[src/rtl/lcd_pkg.sv]
// Shared timing defaults, pixel layout and FSM state for the LCD timing path.
// Default constants describe the 480x272 panel.
package lcd_pkg;

    localparam int DEF_H_ACTIVE = 480;
    localparam int DEF_H_FP     = 2;
    localparam int DEF_H_SYNC   = 41;
    localparam int DEF_H_BP     = 2;
    localparam int DEF_V_ACTIVE = 272;
    localparam int DEF_V_FP     = 2;
    localparam int DEF_V_SYNC   = 10;
    localparam int DEF_V_BP     = 2;

    localparam int RGB_R_HI = 15;
    localparam int RGB_R_LO = 11;
    localparam int RGB_G_HI = 10;
    localparam int RGB_G_LO = 5;
    localparam int RGB_B_HI = 4;
    localparam int RGB_B_LO = 0;

    typedef enum logic [1:0] {
        IDLE,
        RUN,
        STOPPING
    } lcd_state_t;

    function automatic int lcd_total(
        input int active,
        input int fp,
        input int sync,
        input int bp
    );
        return active + fp + sync + bp;
    endfunction

endpackage

[src/rtl/lcd_delay_line.sv]
// Fixed-depth shift register that realigns timing bits with pixel data.
// A depth of zero degenerates to a plain wire.
module lcd_delay_line #(
    parameter int               WIDTH     = 3,
    parameter int               DEPTH     = 2,
    parameter logic [WIDTH-1:0] RESET_VAL = '0
) (
    input  logic             clk,
    input  logic             rst,
    input  logic [WIDTH-1:0] d,
    output logic [WIDTH-1:0] q
);

    if (DEPTH == 0) begin : g_bypass
        logic unused;
        assign unused = ^{clk, rst};
        assign q = d;
    end else begin : g_shift
        logic [WIDTH-1:0] sr [DEPTH];

        // shift one stage per clock, flush to the idle vector on reset
        always_ff @(posedge clk) begin
            if (rst) begin
                for (int i = 0; i < DEPTH; i++) sr[i] <= RESET_VAL;
            end else begin
                sr[0] <= d;
                for (int i = 1; i < DEPTH; i++) sr[i] <= sr[i-1];
            end
        end

        assign q = sr[DEPTH-1];
    end

endmodule

[src/rtl/lcd_timing_gen.sv]
// Parametrised LCD sync/DEN generator with look-ahead coordinates.
// Syncs and DEN are delayed to line up with the fetched RGB565 pixel.
module lcd_timing_gen
    import lcd_pkg::*;
#(
    parameter int   H_ACTIVE    = DEF_H_ACTIVE,
    parameter int   H_FP        = DEF_H_FP,
    parameter int   H_SYNC      = DEF_H_SYNC,
    parameter int   H_BP        = DEF_H_BP,
    parameter int   V_ACTIVE    = DEF_V_ACTIVE,
    parameter int   V_FP        = DEF_V_FP,
    parameter int   V_SYNC      = DEF_V_SYNC,
    parameter int   V_BP        = DEF_V_BP,
    parameter logic HSYNC_POL   = 1'b0,
    parameter logic VSYNC_POL   = 1'b0,
    parameter int   PIX_LATENCY = 2,
    parameter int   XY_W        = 10,
    parameter int   FC_W        = 8
) (
    input  logic            VGA_CLK,
    input  logic            RESET,
    input  logic            ENABLE,
    input  logic [15:0]     PIXEL_IN,
    output logic [XY_W-1:0] XPOS,
    output logic [XY_W-1:0] YPOS,
    output logic            FETCH,
    output logic            FRAME_START,
    output logic            LINE_START,
    output logic            HSYNC,
    output logic            VSYNC,
    output logic            DEN,
    output logic [4:0]      LCD_R,
    output logic [5:0]      LCD_G,
    output logic [4:0]      LCD_B,
    output logic [FC_W-1:0] FRAME_COUNT,
    output logic            BUSY
);

    localparam int H_TOTAL = lcd_total(H_ACTIVE, H_FP, H_SYNC, H_BP);
    localparam int V_TOTAL = lcd_total(V_ACTIVE, V_FP, V_SYNC, V_BP);

    localparam logic [XY_W-1:0] H_LAST  = XY_W'(H_TOTAL - 1);
    localparam logic [XY_W-1:0] V_LAST  = XY_W'(V_TOTAL - 1);
    localparam logic [XY_W-1:0] H_ACT   = XY_W'(H_ACTIVE);
    localparam logic [XY_W-1:0] V_ACT   = XY_W'(V_ACTIVE);
    localparam logic [XY_W-1:0] HS_BEG  = XY_W'(H_ACTIVE + H_FP);
    localparam logic [XY_W-1:0] HS_LAST = XY_W'(H_ACTIVE + H_FP + H_SYNC - 1);
    localparam logic [XY_W-1:0] VS_BEG  = XY_W'(V_ACTIVE + V_FP);
    localparam logic [XY_W-1:0] VS_LAST = XY_W'(V_ACTIVE + V_FP + V_SYNC - 1);

    lcd_state_t      state_q;
    lcd_state_t      state_d;
    logic [XY_W-1:0] h_q;
    logic [XY_W-1:0] v_q;
    logic [FC_W-1:0] fc_q;
    logic            running;
    logic            line_end;
    logic            frame_end;
    logic            hs_raw;
    logic            vs_raw;
    logic            de_raw;
    logic            hs_dl;
    logic            vs_dl;
    logic            de_dl;

    assign running   = (state_q != IDLE);
    assign line_end  = (h_q == H_LAST);
    assign frame_end = line_end && (v_q == V_LAST);

    assign de_raw = running && (h_q < H_ACT) && (v_q < V_ACT);
    assign hs_raw = running && (h_q >= HS_BEG) && (h_q <= HS_LAST);
    assign vs_raw = running && (v_q >= VS_BEG) && (v_q <= VS_LAST);

    // run/stop sequencing; stopping only takes effect on the frame's last clock
    always_comb begin
        state_d = state_q;
        unique case (state_q)
            IDLE:     if (ENABLE) state_d = RUN;
            RUN:      if (!ENABLE) state_d = STOPPING;
            STOPPING: begin
                if (ENABLE)         state_d = RUN;
                else if (frame_end) state_d = IDLE;
            end
            default:  state_d = IDLE;
        endcase
    end

    // state register
    always_ff @(posedge VGA_CLK) begin
        if (RESET) state_q <= IDLE;
        else       state_q <= state_d;
    end

    // raster counters, parked at the origin while idle
    always_ff @(posedge VGA_CLK) begin
        if (RESET || !running) begin
            h_q <= '0;
            v_q <= '0;
        end else if (line_end) begin
            h_q <= '0;
            v_q <= (v_q == V_LAST) ? '0 : v_q + 1'b1;
        end else begin
            h_q <= h_q + 1'b1;
        end
    end

    // completed-frame counter
    always_ff @(posedge VGA_CLK) begin
        if (RESET)                      fc_q <= '0;
        else if (running && frame_end)  fc_q <= fc_q + 1'b1;
    end

    lcd_delay_line #(
        .WIDTH     (3),
        .DEPTH     (PIX_LATENCY),
        .RESET_VAL (3'b000)
    ) u_dl (
        .clk (VGA_CLK),
        .rst (RESET),
        .d   ({hs_raw, vs_raw, de_raw}),
        .q   ({hs_dl, vs_dl, de_dl})
    );

    // panel output stage: polarity applied, colour blanked outside DEN
    always_ff @(posedge VGA_CLK) begin
        if (RESET) begin
            HSYNC <= ~HSYNC_POL;
            VSYNC <= ~VSYNC_POL;
            DEN   <= 1'b0;
            LCD_R <= '0;
            LCD_G <= '0;
            LCD_B <= '0;
        end else begin
            HSYNC <= hs_dl ? HSYNC_POL : ~HSYNC_POL;
            VSYNC <= vs_dl ? VSYNC_POL : ~VSYNC_POL;
            DEN   <= de_dl;
            LCD_R <= de_dl ? PIXEL_IN[RGB_R_HI:RGB_R_LO] : '0;
            LCD_G <= de_dl ? PIXEL_IN[RGB_G_HI:RGB_G_LO] : '0;
            LCD_B <= de_dl ? PIXEL_IN[RGB_B_HI:RGB_B_LO] : '0;
        end
    end

    assign XPOS        = h_q;
    assign YPOS        = v_q;
    assign FETCH       = de_raw;
    assign LINE_START  = running && (h_q == '0);
    assign FRAME_START = running && (h_q == '0) && (v_q == '0);
    assign FRAME_COUNT = fc_q;
    assign BUSY        = running;

endmodule

[config.mk]
export PLATFORM = sky130hd
export DESIGN_NAME = lcd_timing_gen
export DESIGN_NICKNAME = d
export VERILOG_FILES = /design/src/rtl/lcd_pkg.sv /design/src/rtl/lcd_delay_line.sv /design/src/rtl/lcd_timing_gen.sv
export SDC_FILE = /design/constraint.sdc
export NUM_CORES = 1
export LEC_CHECK = 0
export BUFFER_PORTS_ARGS = -buffer_cell sky130_fd_sc_hd__buf_4
export CAP_MARGIN = 20
export CORE_AREA = 2 2 74 76
export DETAILED_ROUTE_END_ITERATION = 8
export DIE_AREA = 0 0 76 78
export PLACE_DENSITY = 0.84
export SLEW_MARGIN = 20
export SYNTH_ARGS = -nofsm -noshare
export SYNTH_HDL_FRONTEND = slang
export SYNTH_SLANG_ARGS = --single-unit
[constraint.sdc]
create_clock -name VGA_CLK -period 1.82 [get_ports VGA_CLK]
set_input_delay 0.364 -clock VGA_CLK [delete_from_list [all_inputs] [get_ports VGA_CLK]]
set_output_delay 0.364 -clock VGA_CLK [all_outputs]
set_load 0.05 [all_outputs]
==> Yosys cells after proc, flatten, opt, wreduce, memory -nomap -nowiden <==
Memory sizes are Yosys's and may differ from the RTL's.
Cells that the tools add are included.
{ "word_totals": {"regBits": 49, "ramBits": 6, "out_inout_bits": 51, "memories": 1} }
{ "classes": {"n_addsub": 3, "n_lt_le_gt_ge": 6, "n_eq_ne": 7, "n_mux": 13, "bitwise_logic": 3, "n_reduce_logical": 19} }
{ "mem_list": {"columns": ["name", "words", "word_bits", "rd", "rd_ports_with_merged_regs", "wr", "line_no", "source"], "rows": [
  ["u_dl.g_shift.sr", 2, 3, 2, 0, 2, "lcd_delay_line.sv:19", "logic [WIDTH-1:0] sr [DEPTH];"]
]} }
{ "ops": {"columns": ["cell", "count"], "rows": [
  ["$add A10 B1 Y10 const B", 2],
  ["$ge A10 B9 Y1 const B", 2],
  ["$logic_not A10 Y1", 2],
  ["$lt A10 B9 Y1 const B", 2],
  ["$eq A10 B10 Y1 const B", 1],
  ["$eq A10 B9 Y1 const B", 1],
  ["$le A10 B10 Y1 const B", 1],
  ["$le A10 B9 Y1 const B", 1],
  ["$logic_and A1 B1 Y1", 10],
  ["$mux W10", 1],
  ["$add A8 B1 Y8 const B", 1],
  ["$mux W2", 4],
  ["$mux W3", 2],
  ["$pmux W2 S3", 1],
  ["$mux W1", 5],
  ["$ne A2 B2 Y1 const B", 2],
  ["$reduce_or A2 Y1", 2],
  ["$ne A3 B3 Y1 const B", 1],
  ["$reduce_and A3 Y1", 1],
  ["$eq A2 B1 Y1 const B", 1],
  ["$eq A2 B2 Y1 const B", 1],
  ["$logic_not A2 Y1", 1],
  ["$or A1 B1 Y1", 2],
  ["$reduce_bool A2 Y1", 1],
  ["other kinds (3)", 3]
]} }

==> Longest topological paths before layout <==
Gate-level depths: netlist of the first run.
{ "depth": {"word_depth": 5, "ltp_mapped": 7, "ltp_nobuf": 6} }

==> Cells and area by module <==
Synthesis of the first run repeated with hierarchy kept, for this count alone.
{ "unflattened": {"cells_unflattened": 247, "hier_area_um2": 2258.4} }
{ "modules_own_cells": {"columns": ["module", "instances", "cells_per_inst", "area_each_um2", "seq_area_each_um2"], "rows": [
  ["lcd_timing_gen", 1, 232, 2078.2, 980.9],
  ["lcd_delay_line", 1, 15, 180.2, 120.1]
]} }

==> Worst setup path before layout of the first run <==
No wires, ideal clock.
{ "synth_path": {"path_type": "register to output", "start": "register h_q[6], in the netlist XPOS[6]", "end": "output FRAME_START", "arrival_ns": 3.461, "required_time_ns": 1.456, "slack_ns": -2.005, "path_stages_with_launch": 5, "cell_sequence": "dfxtp_1 nor4_4 nand2_1 nor4_1 and4b_1"} }
{ "synth_via": {"elab_chain_cells": 3} }
{ "synth_rtl": {"columns": ["element", "line_no", "source"], "rows": [
  ["start: declaration", "lcd_timing_gen.sv:53", "logic [XY_W-1:0] h_q;"],
  ["start signal: assignment", "lcd_timing_gen.sv:103", "h_q <= h_q + 1'b1;"],
  ["$logic_not A10 Y1", null, null],
  ["$logic_and A1 B1 Y1", null, null],
  ["named net LINE_START", "lcd_timing_gen.sv:28", "output logic LINE_START,"],
  ["$logic_and A1 B1 Y1", "lcd_timing_gen.sv:147", "assign FRAME_START = running && (h_q == '0) && (v_q == '0);"],
  ["end: declaration", "lcd_timing_gen.sv:27", "output logic FRAME_START,"]
]} }
The timed path passes the listed nets, and every way through them passes these cells.

==> Worst setup path after layout of the first run <==
{ "layout_path": {"start": "register h_q[3], in the netlist XPOS[3]", "end": "output FRAME_START"} }
{ "layout_via": {"elab_chain_cells": 3} }
{ "layout_rtl": {"columns": ["element", "line_no"], "rows": [
  ["$logic_not A10 Y1", "lcd_timing_gen.sv:147"],
  ["$logic_and A1 B1 Y1 (2 in a row)", "lcd_timing_gen.sv:147"]
]} }
No other way between the ends.

==> results.md, run 1 <==
* CTS tree: done
* Reg clk slew, reported paths at 100 ps
* HPWL after DPL at 4000 um
* Cell depth of the worst flop-to-flop path at 6
* Max-Cap Viols at 0
* Reg area at 0.00114 mm2
* Seq pwr share at 0.579
* Power Dens Cells at 645 mW/mm2
* Final Hold Viols at 0
* Inserted Diodes at 0
* CP arrival at 1740 ps
* Synth async-reset ratio at 0
* P_int at 1560 uW
* Multi-input gate area at 0.00116 mm2
* Final wirelength at 5580 um
* # IOs at 70
* Worst skew pair latency at 310 ps
* H-tree depth at 2
* Fin crit period at 2100 ps
* Pre-CTS WS at 8.80 ps
* Status: complete, but fails checks
* Fill cell count at 421
* R2r endpoint: FRAME_COUNT[1]$_SDFFE_PP0P_
* CTS hold repair buffers at 0
* Hold Path Origin: ENABLE
* Net Count, Synth at 261
* Mapped Avg Cell Area at 9.46 um2
* Setup TNS at -473 ps
* Mapped Cells at 236
* Comb pwr share at 0.085
* Vias/cell at 5.10
* DP Area at 0.00304 mm2
* Final setup vio count at 5
* Final setup margin at -283 ps
* Routed wire per std cell at 13.9 um
* Critical path class: flip-flop to output port
* GRT Resource Usage Total at 0.186
* RSZ-0062 raised after global routing: true
* Area grow syn2layout at 44.9%
* Fin Hold WS at 215 ps
* Maximum clock frequency at 475 MHz
* Ratio of cells with drive above 1 in the final layout at 0.433
* Crit. End Element: output port
* Num CTS Buffers at 5
* Congestion Overflow GR at 0
* NetSw at 526 uW
* Hold Path Class: input port to flip-flop
* Synth Cell Area at 0.00223 mm2
* Routability cong. at 0.858
* Area contributors post-synth: dfxtp_1 49%, and2_1 4.5%, ha_1 3.4%
* Std-Cell Rows at 26
* Worst slew pin tran at 836 ps
* Worst path required time at 1460 ps
* Final instance area at 0.00324 mm2
* Largest net degree at the start of global routing at 22
* Yosys warning total at 0
* Violated checks: negative setup slack
* Nets@finish at 354
* Crit Path Max Fanout at 3
* Clock tree buffer depth at 2
* Hold Path Depth at 2
* Global-route wire length before repair at 9110 um
* Rel. slew slack at 0.442
* Antenna Nets Post-Route at 0
* CTS Sinks at 55
* Share of the synthesized area in the top cell type at 0.493
* Seq cells post-synth at 55
* Tcrit/Tclk final at 1.16
* DRC at 0
* Max VDD drop at 0.409 mV
* First-pass DRT Iterations at 4
* Setup Skew at 8.05 ps
* Seq/Total Area, Yosys at 0.493
* FF-to-FF setup slack at -30 ps
* Core area at 0.00504 mm2
* Die W at 76 um
* Starting Density at 0.443
* Drt first-iter violations at 69
* Worst hold endpoint: state_q[1]$_SDFFE_PP0P_
* Top_reg_cell synth: dfxtp_1
* Input/output buffers at 69
* Die footprint at 0.00593 mm2
* Leakage at 0.00138 uW
* Yosys cell types at 40
* EDFF count, synth at 0
* Initial antenna violation count at 0
* Cell taking the most area after synthesis: dfxtp_1
* Sw frac at 0.252
* Root buffer cell: clkbuf_8
* Max Slew Vio Count at 0
* Setup crit start kind: flip-flop
* Clk pwr share at 0.336
* Crit Reg-Reg Startpoint: XPOS[8]$_SDFF_PP0_
* Routed via count at 2041
* Number of global-route vias before repair at 2003
* DIE HEIGHT at 78 um
[synth_stat cells (all sizes together) (2+ instances only)]
master,instances
or4,4
nor2b,7
or3,9
xor2,4
nand2,12
nand4b,2
o31ai,4
nand2b,3
ha,6
xnor2,8
a21oi,14
and3,8
clkbuf,4
and2,16
nor2,19
buf,3
nand4,10
nor4,4
o21ai,9
mux2,2
dfxtp,55
a211oi,3
and4b,2
nor3,5
nand3,8
inv,9
[worst max-delay path by stage]
stage                                  start          end  slack [ps]  cells after the start
after floorplan           XPOS[8]$_SDFF_PP0_  FRAME_START        -680                      4
after global placement    XPOS[2]$_SDFF_PP0_  FRAME_START          30                      4
after detailed placement  XPOS[2]$_SDFF_PP0_  FRAME_START           9                      4
after CTS                 XPOS[2]$_SDFF_PP0_  FRAME_START        -270                      4
after global routing      XPOS[3]$_SDFF_PP0_  FRAME_START        -350                      4
final                     XPOS[3]$_SDFF_PP0_  FRAME_START        -280                      4
[flip-flops by register name, indices dropped and copies added, names as in the netlist]
name and count:
FRAME_COUNT 8, VSYNC 1, LCD_R 5, XPOS 10
YPOS 10, state_q 2, HSYNC 1, DEN 1
u_dl.g_shift.sr 6, LCD_B 5, LCD_G 6
[through the flow]
stage | std cells | total power (uW) | util
global route | 400 | 2160 | 0.642
global placement | 386 | 1400 | 0.603
detailed placement | 386 | 1400 | 0.603
floorplan | 236 | 1330 | -
finish | 400 | 2090 | 0.642
CTS | 396 | 2110 | 0.631
[power by group through the flow]
stage	Sequential (uW)	Clock, uW	Combinational (uW)
after global placement	1230	0	167
final	1210	701	178
after global routing	1210	758	190
after CTS	1210	717	181
after floorplan	1260	0	71.0
after detailed placement	1240	0	169
[per-layer routing]
layer	wire, um	track usage	share of wire
met1	2320	0.209	0.42
met2	2890	0.339	0.52
met3	265	0.0477	0.048
met4	97	0.0655	0.017
met5	0	0	0
[cells by family (layout without fill, tap and decap cells)]
| group | after synthesis | count (layout) | synth area share |
|---|---|---|---|
| compound gates | 32 | 32 | 0.0857 |
| xor+xnor | 12 | 12 | 0.0471 |
| fa+ha+maj | 6 | 6 | 0.0336 |
| buf+inv | 16 | 110 | 0.0274 |
| flops | 55 | 55 | 0.493 |
| mux | 2 | 2 | 0.0101 |
| simple gates | 113 | 113 | 0.303 |
[placed cells by master, fill, tap and decap left out, drive strengths merged]
cell      instances
a2111oi           1
a211oi            3
a21o              1
a21oi            14
and2             16
and3              8
and3b             1
and4              1
and4b             2
buf              93
clkbuf            5
clkinvlp          1
dfxtp            55
ha                6
inv              11
mux2              2
nand2            12
nand2b            3
nand3             8
nand4            10
nand4b            2
nor2             19
nor2b             7
nor3              5
nor4              4
nor4b             1
o21ai             9
o31ai             4
or2               1
or3               9
or4               4
xnor2             8
xor2              4
[layout make-up]
class	count	share of cell area
Timing Repair Buffer	93	0.222
Multi-Input combinational cell	165	0.358
Tap cell	70	0.0271
Sequential cell	55	0.353
Inverter	9	0.0104
Clock inverter	3	0.00773
Clock buffer	5	0.0213
[critical path, stage by stage, from the launching register on]
cell and delay, ps:
dfxtp_4 360, or3_4 400, nor4_4 240, and4b_4 280, buf_8 140
[timing repair]
| action | in CTS | in global routing |
|---|---|---|
| gates resized for setup | 8 | 6 |
| cloned | 0 | 1 |
| setup endpoints to repair | 3 | 10 |
| pin swaps | 1 | 3 |
| buffers inserted | 2 | 5 |
(Power assumes the default switching activity.)
==> run 2: changes to the inputs <==
ABC_CLOCK_PERIOD_IN_PS = 1820   (was not set)
SETUP_SLACK_MARGIN = 0.15   (was not set)
==> results.md, run 2 (same netlist as run 1, synthesis figures left out) <==
* Setup crit start kind: flip-flop
* NetSw at 557 uW (+5.9%)
* Crit path largest cell delay at 340 ps (-60 ps)
* Seq pwr share at 0.566 (-0.013)
* Ratio of cells with drive above 1 in the final layout at 0.512 (+0.0784)
* CTS tree: done
* Root buffer cell: clkbuf_8
* Area grow syn2layout at 59.6%
* Drt first-iter violations at 97 (+41%)
* Worst setup startpoint: XPOS[1]$_SDFF_PP0_
* Max Slew Vio Count at 0 (unchanged)
* DIE HEIGHT at 78 um (unchanged)
* Core area at 0.00504 mm2 (unchanged)
* Detail Route met3 WL at 399 um (+51%)
* FF-to-FF setup slack at 50 ps (+80 ps)
* Input/output buffers at 69 (unchanged)
* Std-Cell Rows at 26 (unchanged)
* Max VDD drop at 0.326 mV (-20%)
* Clk pwr share at 0.340 (+0.004)
* Crit Path Max Fanout at 3 (unchanged)
* Antenna Nets Post-Route at 0 (unchanged)
* Slowest-stage cell, CP: dfxtp_2
* Number of global-route vias before repair at 2098 (+4.7%)
* R2r endpoint: YPOS[9]$_SDFFE_PP0N_
* CTS Sinks at 55 (unchanged)
* Routability cong. at 0.829 (-3.3%)
* Critical path class: flip-flop to output port
* Final Util at 0.707 (+0.0650)
* Clock tree buffer depth at 2 (unchanged)
* Worst path required time at 1460 ps (about the same)
* Commonest non-fill, non-tap cell in the layout: buf_4
* Initial antenna violation count at 0 (unchanged)
* Final Hold Viols at 0 (unchanged)
* H-tree depth at 2 (unchanged)
* Bufs and invs on worst path at 2 (+1)
* Hold Path Class: input port to flip-flop
* Reg area at 0.00115 mm2 (+0.99%)
* Setup TNS at -545 ps (-71.3 ps)
* Worst skew pair latency at 320 ps (about the same)
* RSZ-0062 raised after global routing: true
* P_int at 1570 uW (+0.57%)
* CTS hold repair buffers at 0 (unchanged)
* Tcrit/Tclk final at 1.16 (+0.00363)
* Crit Reg-Reg Startpoint: XPOS[8]$_SDFF_PP0_
* Rel. slew slack at 0.462 (+0.0199)
* CP arrival at 1750 ps (about the same)
* Global-route wire length before repair at 10300 um (+13%)
* Fin crit period at 2110 ps (+6.60 ps)
* Non-filler cells, final at 412 (+3.0%)
* Inserted Diodes at 0 (unchanged)
* Worst slew pin tran at 806 ps (-29.7 ps)
* First-pass DRT Iterations at 4 (unchanged)
* Most frequent cells in the layout: 86 x buf_4, 33 x dfxtp_1, 17 x nor2_1, 16 x and2_1, 16 x buf_6
* Final wirelength at 6470 um (+16%)
* Reg clk slew, reported paths at 110 ps (about the same)
* Num CTS Buffers at 5 (unchanged)
* CP Depth at 6 (+2)
* Nets@finish at 366 (+3.4%)
* DRC at 0 (unchanged)
* Final setup margin at -290 ps (-6.60 ps)
* Die footprint at 0.00593 mm2 (unchanged)
* HPWL after DPL at 3940 um (-1.6%)
* Routed wl met2 at 3420 um (+18%)
* Final instance area at 0.00356 mm2 (+10%)
* Top Layer Used: met4
* Crit path to: FRAME_START
* Status: complete, but fails checks
* Violated checks: negative setup slack
* Comb pwr share at 0.093 (+0.008)
* Number of cells after detailed placement at 387 (+0.26%)
* DP Area at 0.00307 mm2 (+0.99%)
* Routed via count at 2171 (+6.4%)
* Max-Cap Viols at 0 (unchanged)
* Crit path max-delay family: simple AND/OR/NAND/NOR gates
* Congestion Overflow GR at 0 (unchanged)
* Sw frac at 0.262 (+0.00990)
* Wire length on met1 at 2510 um (+8.2%)
* Multi-input gate area at 0.00132 mm2 (+14%)
* Die W at 76 um (unchanged)
* Worst path cell trace: inv_1 -> ha_1 -> nand2_1 -> nor4_4 -> and4b_4 -> buf_8
* Power Dens Cells at 597 mW/mm2 (-7.5%)
* Final setup vio count at 3 (-2)
* Fill cell count at 372 (-12%)
* Cell depth of the worst flop-to-flop path at 6 (unchanged)
* Maximum clock frequency at 474 MHz (-0.31%)
* Largest net degree at the start of global routing at 22 (unchanged)
* Routed wire per std cell at 15.7 um (+13%)
* # IOs at 70 (unchanged)
* GRT Resource Usage Total at 0.217 (+0.0310)
* Leakage at 0.00148 uW (+6.7%)
* Vias/cell at 5.27 (+3.3%)
* Crit. End Element: output port
* Setup Skew at 15.2 ps (+7.17 ps)
* Starting Density at 0.443 (unchanged)
* Pre-CTS WS at 3.29 ps (-5.51 ps)
## run 2: changes by cell type in the layout (fill, tap and decap cells not counted), moves of 3 or more
| cell | before | now |
|---|---|---|
| buf_6 | 2 | 16 |
| dfxtp_1 | 36 | 33 |
| a21oi_1 | 12 | 6 |
| nand2_1 | 12 | 9 |
| or4_4 | 1 | 4 |
| dfxtp_4 | 7 | 10 |
| a21oi_2 | 2 | 6 |
| or4_1 | 3 | 0 |
## run 2: what timing repair did
item	CTS	global route
cloned	0	0
setup endpoints to repair	18	31
resized for setup	34	27
setup buffers	14	3
pin swaps	12	8
## run 2: final cells by class
cell class | instances | area share
clock buffers | 5 | 0.0193
flip-flops and latches | 55 | 0.324
inverters | 9 | 0.00948
clock inverters | 3 | 0.00737
repair buffers | 105 | 0.246
multi-input cells | 165 | 0.370
well taps | 70 | 0.0246
## run 2: worst register-to-register path: cells and delay by family (launching register included)
kind                   cells  cell delay (ps)
AND/OR/NAND/NOR            3              900
flip-flops                 1              360
buffers and inverters      2              300
AO/OA/AOI/OAI              1              150
## run 2: through the flow
stage               power, uW  hold WS [ps]
CTS                      2120           201
global route             2200           195
floorplan                1330           356
finish                   2130           211
detailed placement       1400           366
global placement         1400           362
## run 2: worst min path at each step
stage	start	endpoint	cells after the start	slack (ps)
after floorplan	u_dl.g_shift.sr[0][5]$_SDFF_PP0_	HSYNC$_SDFF_PP1_	1	360
after global placement	u_dl.g_shift.sr[0][4]$_SDFF_PP0_	VSYNC$_SDFF_PP1_	1	360
after detailed placement	u_dl.g_shift.sr[0][4]$_SDFF_PP0_	VSYNC$_SDFF_PP1_	1	370
after CTS	ENABLE	state_q[1]$_SDFFE_PP0P_	2	200
after global routing	ENABLE	state_q[1]$_SDFFE_PP0P_	2	200
final	ENABLE	state_q[1]$_SDFFE_PP0P_	2	210
## run 2: layer usage
layer	up-vias	global-route usage
met1	1034	0.250
met3	10	0.0535
li1	1036	-
met4	0	0.0982
met5	-	0
met2	91	0.380
## run 2: power by group through the flow
stage                     registers [uW]  clock network (uW)  logic, uW
final                               1200                 723        199
after global routing                1210                 781        209
after CTS                           1200                 735        184
after detailed placement            1230                   0        169
after global placement              1230                   0        166
after floorplan                     1260                   0       73.3
